`config.mk`:
```
export PLATFORM = sky130hd
export DESIGN_NAME = vend_txn_ctrl
export DESIGN_NICKNAME = d
export VERILOG_FILES = /design/src/rtl/vend_txn_ctrl.sv
export SDC_FILE = /design/constraint.sdc
export NUM_CORES = 1
export LEC_CHECK = 0
export CAP_MARGIN = 15
export CORE_AREA = 2 2 67 69
export CTS_CLUSTER_SIZE = 24
export DETAILED_ROUTE_END_ITERATION = 10
export DIE_AREA = 0 0 69 71
export HOLD_SLACK_MARGIN = 0.15
export PLACE_DENSITY = 0.64
export SYNTH_ARGS = -nofsm -noshare
export SYNTH_HDL_FRONTEND = slang
export SYNTH_SLANG_ARGS = --single-unit
export TNS_END_PERCENT = 20
```
`constraint.sdc`:
```
create_clock -name clk -period 2.9 [get_ports clk]
set_input_delay 0.435 -clock clk [delete_from_list [all_inputs] [get_ports clk]]
set_output_delay 0.435 -clock clk [all_outputs]
set_load 0.1 [all_outputs]
```
`src/rtl/vend_txn_ctrl.sv`:
```
// Vending transaction sequencer: collects coin credit, checks price, drives the
// dispenser over req/done, then pays change back one unit per cycle.
module vend_txn_ctrl #(
    parameter int CREDIT_W   = 4,
    parameter int MAX_CREDIT = 15,
    parameter int PRICE_0    = 1,
    parameter int PRICE_1    = 2,
    parameter int PRICE_2    = 3,
    parameter int PRICE_3    = 4,
    parameter int TIMEOUT    = 255
) (
    input  logic                clk,
    input  logic                reset,
    input  logic                coin_1,
    input  logic                coin_2,
    input  logic [1:0]          select,
    input  logic                sel_valid,
    input  logic                cancel,
    input  logic                disp_done,
    output logic                disp_req,
    output logic [1:0]          disp_sel,
    output logic                change,
    output logic                coin_reject,
    output logic                deny,
    output logic [CREDIT_W-1:0] credit,
    output logic                busy
);

    localparam int TMR_W = $clog2(TIMEOUT + 1);

    typedef enum logic [1:0] {
        ST_IDLE,
        ST_COLLECT,
        ST_VEND,
        ST_CHANGE
    } state_e;

    // state_q is the FSM state register; checkers bind to it directly.
    state_e              state_q, state_d;
    logic [CREDIT_W-1:0] credit_q, credit_d;
    logic [TMR_W-1:0]    tmr_q, tmr_d;
    logic                disp_req_q, disp_req_d;
    logic [1:0]          disp_sel_q, disp_sel_d;
    logic                change_q, change_d;
    logic                coin_reject_q, coin_reject_d;
    logic                deny_q, deny_d;
    logic                busy_q, busy_d;

    logic [1:0]          inc;
    logic [CREDIT_W:0]   sum;
    logic                coin_any;
    logic                coin_ok;
    logic [CREDIT_W-1:0] price;

    function automatic logic [CREDIT_W-1:0] price_of(input logic [1:0] s);
        case (s)
            2'd0:    price_of = CREDIT_W'(PRICE_0);
            2'd1:    price_of = CREDIT_W'(PRICE_1);
            2'd2:    price_of = CREDIT_W'(PRICE_2);
            default: price_of = CREDIT_W'(PRICE_3);
        endcase
    endfunction

    always_comb begin
        inc      = {1'b0, coin_1} + {coin_2, 1'b0};
        sum      = {1'b0, credit_q} + (CREDIT_W+1)'(inc);
        coin_any = coin_1 | coin_2;
        // A cycle's coins are taken whole or not at all.
        coin_ok  = coin_any && (sum <= (CREDIT_W+1)'(MAX_CREDIT));
        price    = price_of(select);

        state_d       = state_q;
        credit_d      = credit_q;
        tmr_d         = tmr_q;
        disp_req_d    = disp_req_q;
        disp_sel_d    = disp_sel_q;
        coin_reject_d = 1'b0;
        deny_d        = 1'b0;

        case (state_q)
            ST_IDLE: begin
                if (coin_ok) begin
                    credit_d = sum[CREDIT_W-1:0];
                    tmr_d    = '0;
                    state_d  = ST_COLLECT;
                end else if (coin_any) begin
                    coin_reject_d = 1'b1;
                end
            end
            ST_COLLECT: begin
                if (!cancel && sel_valid && credit_q >= price) begin
                    state_d       = ST_VEND;
                    credit_d      = credit_q - price;
                    disp_req_d    = 1'b1;
                    disp_sel_d    = select;
                    coin_reject_d = coin_any;
                end else begin
                    if (coin_ok) begin
                        credit_d = sum[CREDIT_W-1:0];
                        tmr_d    = '0;
                    end else if (coin_any) begin
                        coin_reject_d = 1'b1;
                    end
                    if (cancel) begin
                        state_d = ST_CHANGE;
                    end else if (sel_valid) begin
                        deny_d = 1'b1;
                        tmr_d  = '0;
                    end else if (!coin_ok) begin
                        if (tmr_q == TMR_W'(TIMEOUT - 1)) begin
                            state_d = ST_CHANGE;
                        end else begin
                            tmr_d = tmr_q + 1'b1;
                        end
                    end
                end
            end
            ST_VEND: begin
                coin_reject_d = coin_any;
                if (disp_done) begin
                    disp_req_d = 1'b0;
                    state_d    = (credit_q != '0) ? ST_CHANGE : ST_IDLE;
                end
            end
            ST_CHANGE: begin
                coin_reject_d = coin_any;
                if (credit_q <= CREDIT_W'(1)) begin
                    credit_d = '0;
                    state_d  = ST_IDLE;
                end else begin
                    credit_d = credit_q - 1'b1;
                end
            end
            default: state_d = ST_IDLE;
        endcase

        change_d = (state_d == ST_CHANGE);
        busy_d   = (state_d != ST_IDLE);
    end

    always_ff @(posedge clk or posedge reset) begin
        if (reset) begin
            state_q       <= ST_IDLE;
            credit_q      <= '0;
            tmr_q         <= '0;
            disp_req_q    <= 1'b0;
            disp_sel_q    <= 2'b00;
            change_q      <= 1'b0;
            coin_reject_q <= 1'b0;
            deny_q        <= 1'b0;
            busy_q        <= 1'b0;
        end else begin
            state_q       <= state_d;
            credit_q      <= credit_d;
            tmr_q         <= tmr_d;
            disp_req_q    <= disp_req_d;
            disp_sel_q    <= disp_sel_d;
            change_q      <= change_d;
            coin_reject_q <= coin_reject_d;
            deny_q        <= deny_d;
            busy_q        <= busy_d;
        end
    end

    assign disp_req    = disp_req_q;
    assign disp_sel    = disp_sel_q;
    assign change      = change_q;
    assign coin_reject = coin_reject_q;
    assign deny        = deny_q;
    assign credit      = credit_q;
    assign busy        = busy_q;

endmodule

```
==> metrics.yaml, run 1 <==
run_status:
  outcome: "completed"
global_routing:
  gr-total-overflow: 0
  grt_pass1_vias: 1508
  track_usage_pct: 17.6
  grt_pass1_wl_microns: 7190
  antenna_found_initial: 0
  grt_max_degree: 22
critical_path:
  cp_data_required_time_ns: 3.04
  rrSetupSlack_ns: 0.42
  r2r-start: "credit[0]"
  endpoint: "change"
  crit_arrival_ns: 2.71
  critPathMaxFanout: 4
  worstSetupPathType: "in2reg"
  r2r_end: "change"
  r2r_cells: 8
  worst_setup_path_end_kind: "flip-flop"
  start_kind: "primary input"
  timing.critical_path.from: "select[0]"
power:
  p_leak_nw: 0.803
  internal_power_w: 0.000938
  power_frac_clock_pct: 9.1
  power.share.sequential_pct: 24.3
  power.net_switching_w: 0.00125
  p_comb_share_pct: 66.6
  vdd_drop_max_mv: 0.393
  switching_share_pct: 57.1
  p_per_area_nw_per_um2: 1170
clock_network:
  cts_resized: 0
  clock-root-buffer: "clkbuf_8"
  insertion_delay_ns: 0.26
  cts_hold_buf: 0
  h-tree-depth: 1
  cts_tree: "done"
  clk_pin_slew_worst_paths_ns: 0.08
  cts_buffers: 3
  clock_sinks: 21
  clockBufferDepth: 2
  cts_setup_buffers: 0
routing:
  drt_iter0_markers: 153
  vias_per_cell: 5.89
  wl_met1_microns: 1740
  wire_per_inst_microns: 15.7
  dr.max_layer_used: "met4"
  drt_first_pass_iters: 4
  remaining_drc_errors: 0
  dr_wl_met2_microns: 1900
  dr_total_vias: 1454
  routed_wl_microns: 3870
  ant_nets: 0
  wl_met3_microns: 162
cells_and_area:
  antennaDiodeCount: 0
  fin_cells: 247
  areaGrowthSynthToFinish_pct: 15.4
  n_fill_cell: 428
  final_common_cell: "dfrtp_1"
  fin_util_pct: 44.3
  nets: 218
  final_cell_mix: "21 x dfrtp_1, 16 x inv_1, 16 x a21oi_1, 14 x buf_4"
  drive_gt1_share_pct: 16.4
logic_synthesis:
  synth_enable_flop_cells: 0
  synthCells: 176
  async_reset_ff_share_pct: 100
  syn_nets: 198
  synthDominantCellAreaShare_pct: 32.5
  seq_area_frac_synth_pct: 32.5
  yosysUniqueCellTypes: 55
  yosys-top-cells-area: "dfrtp_1 33%, ha_1 8.5%, a21oi_1 5.0%, o21ai_0 3.7%, inv_1 3.7%"
  synth_top_area_cell: "dfrtp_1"
  synth_area_sq_um: 1620
  ys_seq_elements: 21
  yosysWarnings: 0
  ys.flop_type: "dfrtp_1"
  synth_area_per_cell_sq_um: 9.18
sta:
  setup_violations: 0
  slew_violations: 0
  finalHoldViolCount: 0
  fin_setup_tns_ns: 0
  fin_ws_ns: 0.328
  rsz0062_at_grt: "false"
  worst_pin_slew_ns: 0.817
  fin_crit_ns: 2.57
  fin_crit_sh_pct: 88.7
  max_freq_mhz: 389
  skew_ns: 0.00171
  maxSlewHeadroom_pct: 45.4
place:
  gp_congestion: 0.905
  portBuffers: 19
  pre_cts_ws_ns: 0.0349
  placedCellCount: 243
  hpwl_microns: 3000
die:
  row_count: 24
  die_y_microns: 71
  start_util_pct: 38.4
  dieArea_sq_um: 4900
  coreArea_sq_um: 4200
  die_x_microns: 69
  num_io_pins: 20
min_path:
  hp-start: "disp_req"
  worst_hold_path_type: "reg2reg"
run:
  drv_cap: 0
[flip-flops by register name, summed over array words and instances (netlist names)]
register / flops
tmr_q: 8
credit: 4
disp_sel: 2
state_q: 2
busy: 1
change: 1
coin_reject: 1
deny: 1
disp_req: 1
[cell type report]
type                    count  area [sq um]  share of cell area, %
inverters                  16          60.1                   3.22
clock buffers               3          41.3                   2.21
well taps                  52          65.1                   3.49
clock inverters             1          5.00                  0.268
repair buffers             22           185                   9.93
flip-flops and latches     21           526                   28.2
multi-input cells         132           982                   52.7
[critical path, stage by stage]
cell	delay, ns
clkdlybuf4s50_1	0.44
ha_1	0.29
inv_1	0.06
fa_1	0.44
a211oi_1	0.32
a21boi_0	0.23
o31ai_1	0.35
a211oi_1	0.13
[per-stage QoR]
stage,hold WS [ns],instance area [sq um],power (W)
6_report,0.513,1860,0.00219
3_3_place_gp,0.494,1820,0.00198
3_5_place_dp,0.495,1820,0.00199
5_1_grt,0.530,1860,0.00235
2_1_floorplan,0.412,1620,0.00168
4_1_cts,0.517,1860,0.00220
[power by group through the flow]
| stage | combinational (W) | sequential (W) | clock, W |
|---|---|---|---|
| detailed placement | 0.00145 | 0.000538 | 0 |
| global placement | 0.00144 | 0.000537 | 0 |
| finish | 0.00146 | 0.000531 | 0.000200 |
| CTS | 0.00146 | 0.000532 | 0.000206 |
| global route | 0.00158 | 0.000555 | 0.000216 |
| floorplan | 0.000715 | 0.000962 | 0 |
[per-layer routing]
metal	global-route usage [%]	vias up
li1	-	706
met1	22.7	701
met2	30.4	39
met3	2.14	8
met4	6.10	0
met5	0	-
[synthesized netlist by cell type (4+ instances only)]
cell     instances
nand2_1         12
dfrtp_1         21
ha_1            11
a31oi_1          5
nor2_1           5
nand3_1          4
inv_1           16
a21oi_1         16
o21ai_0         12
[how the worst min path moves through the flow]
stage	endpoint	slack [ns]	cells after the start
2_1_floorplan	busy	0.41	1
3_3_place_gp	disp_sel[1]	0.49	1
3_5_place_dp	disp_req	0.50	2
4_1_cts	disp_req	0.52	2
5_1_grt	disp_sel[1]	0.53	1
6_report	disp_req	0.51	2
[logic make-up (layout without fill, tap and decap cells)]
family | count (synthesis) | in the layout | synth area share, %
compound gates | 70 | 70 | 30.8
simple gates | 46 | 46 | 17.1
buf+inv | 23 | 42 | 6.66
flops | 21 | 21 | 32.5
fa+ha+maj | 13 | 13 | 11.0
mux | 2 | 2 | 1.39
xor+xnor | 1 | 1 | 0.542
Power figures use the tool's default switching activity.
==> run 2, diff against run 1 <==
- CTS_CLUSTER_SIZE: 24 -> 8
==> results of run 2 <==
No change in the layout: final DEF, timing and power equal those of run 1.
==> run 3, diff against run 2 <==
- REMOVE_ABC_BUFFERS: unset -> 1
==> metrics.yaml, run 3 (synthesis results as in run 1) <==
run_status:
  outcome: "completed"
die:
  row_count: 24
  die_y_microns: 71
  start_util_pct: 38.4
  num_io_pins: 20
  coreArea_sq_um: 4200
  dieArea_sq_um: 4900
  die_x_microns: 69
clock_network:
  clk_pin_slew_worst_paths_ns: 0.09
  clockBufferDepth: 2
  cts_setup_buffers: 0
  h-tree-depth: 1
  clock-root-buffer: "clkbuf_8"
  insertion_delay_ns: 0.27
  cts_resized: 0
  cts_tree: "done"
  cts_buffers: 3
  clock_sinks: 21
  cts_hold_buf: 0
sta:
  finalHoldViolCount: 0
  max_freq_mhz: 391
  fin_ws_ns: 0.345
  worst_pin_slew_ns: 0.833
  slew_violations: 0
  setup_violations: 0
  maxSlewHeadroom_pct: 44.4
  fin_crit_sh_pct: 88.1
  skew_ns: 0.00698
  fin_setup_tns_ns: 0
  fin_crit_ns: 2.55
  rsz0062_at_grt: "false"
routing:
  routed_wl_microns: 3850
  remaining_drc_errors: 0
  drt_iter0_markers: 156
  vias_per_cell: 5.89
  ant_nets: 0
  wire_per_inst_microns: 15.6
  dr_total_vias: 1455
  drt_first_pass_iters: 5
min_path:
  min_path_cells: 1
  hold-path-endpoint: "disp_sel[0]"
  hp-start: "disp_sel[0]"
  worst_hold_path_type: "reg2reg"
place:
  gp_congestion: 0.902
  post_dp_cell_area_sq_um: 1820
  placedCellCount: 243
  portBuffers: 19
  pre_cts_ws_ns: 0.0710
  hpwl_microns: 2900
cells_and_area:
  final_common_cell: "dfrtp_1"
  fin_cells: 247
  nets: 218
  areaGrowthSynthToFinish_pct: 15.4
  antennaDiodeCount: 0
  largest_reg_flops: 8
  final_cell_mix: "21 x dfrtp_1, 16 x inv_1, 16 x a21oi_1, 14 x buf_4"
  top_register: "tmr_q"
  drive_gt1_share_pct: 16.4
  design_area_sq_um: 1860
power:
  internal_power_w: 0.000938
  power_frac_clock_pct: 9.5
  power.net_switching_w: 0.00126
  power.share.sequential_pct: 24.2
  p_leak_nw: 0.803
  p_per_area_nw_per_um2: 1180
  p_comb_share_pct: 66.3
  vdd_drop_max_mv: 0.578
  switching_share_pct: 57.3
critical_path:
  worst_setup_path_end_kind: "flip-flop"
  max_stage_delay_ns: 0.44
  start_kind: "primary input"
  cp_data_required_time_ns: 3.05
  r2r-start: "credit[0]"
  slowest_stage: "clkdlybuf4s50_1"
  critPathMaxFanout: 4
  cp_cell_sequence: "clkdlybuf4s50_1, ha_1, inv_1, fa_1, a211oi_1, a21boi_0, o22ai_1, a31oi_1"
  r2r_end: "tmr_q[7]"
  rrSetupSlack_ns: 0.44
  r2r_cells: 8
  crit_arrival_ns: 2.71
  worstSetupPathType: "in2reg"
global_routing:
  grt_max_degree: 22
  antenna_found_initial: 0
  grt_pass1_wl_microns: 6530
  gr-total-overflow: 0
  track_usage_pct: 16.3
  grt_pass1_vias: 1335
run:
  drv_cap: 0
==> run 3: worst max-delay path by stage <==
stage / start / to / cells after the start
global route: select[0] / change / 8
global placement: select[0] / change / 8
detailed placement: select[0] / change / 8
CTS: select[0] / change / 8
floorplan: credit[0] / change / 8
finish: select[0] / tmr_q[7] / 8
==> run 3: per-layer routing <==
metal,wire length [microns],global-route usage [%],vias up
li1,-,-,705
met1,1880,22.9,697
met2,1760,26.5,46
met3,161,2.14,7
met4,53,4.79,0
met5,0,0,-
==> run 3: area by class of cell <==
cell class                      count  area [sq um]
Multi-Input combinational cell    132           982
Clock buffer                        3          41.3
Inverter                           16          60.1
Tap cell                           52          65.1
Sequential cell                    21           526
Timing Repair Buffer               22           185
Clock inverter                      1          5.00
Fill cell                         414          2340
==> run 3: per-stage QoR <==
step / hold WS [ns] / power, W / utilization (%)
6_report: 0.516 / 0.00220 / 44.3
4_1_cts: 0.520 / 0.00220 / 44.3
3_3_place_gp: 0.500 / 0.00199 / 43.2
5_1_grt: 0.549 / 0.00235 / 44.3
3_5_place_dp: 0.499 / 0.00198 / 43.2
2_1_floorplan: 0.412 / 0.00163 / -
==> run 3: power by group through the flow <==
stage | clock, W | combinational, W | sequential, W
after floorplan | 0 | 0.000619 | 0.00101
after global placement | 0 | 0.00145 | 0.000538
after detailed placement | 0 | 0.00145 | 0.000538
after CTS | 0.000214 | 0.00145 | 0.000532
after global routing | 0.000224 | 0.00157 | 0.000557
final | 0.000210 | 0.00146 | 0.000531
==> run 3: worst max-delay path: cells and delay by family <==
kind	cells	cell delay, ns
buffers and inverters	2	0.50
AOI/OAI and AO/OA	4	1.03
adders and majority gates	2	0.74
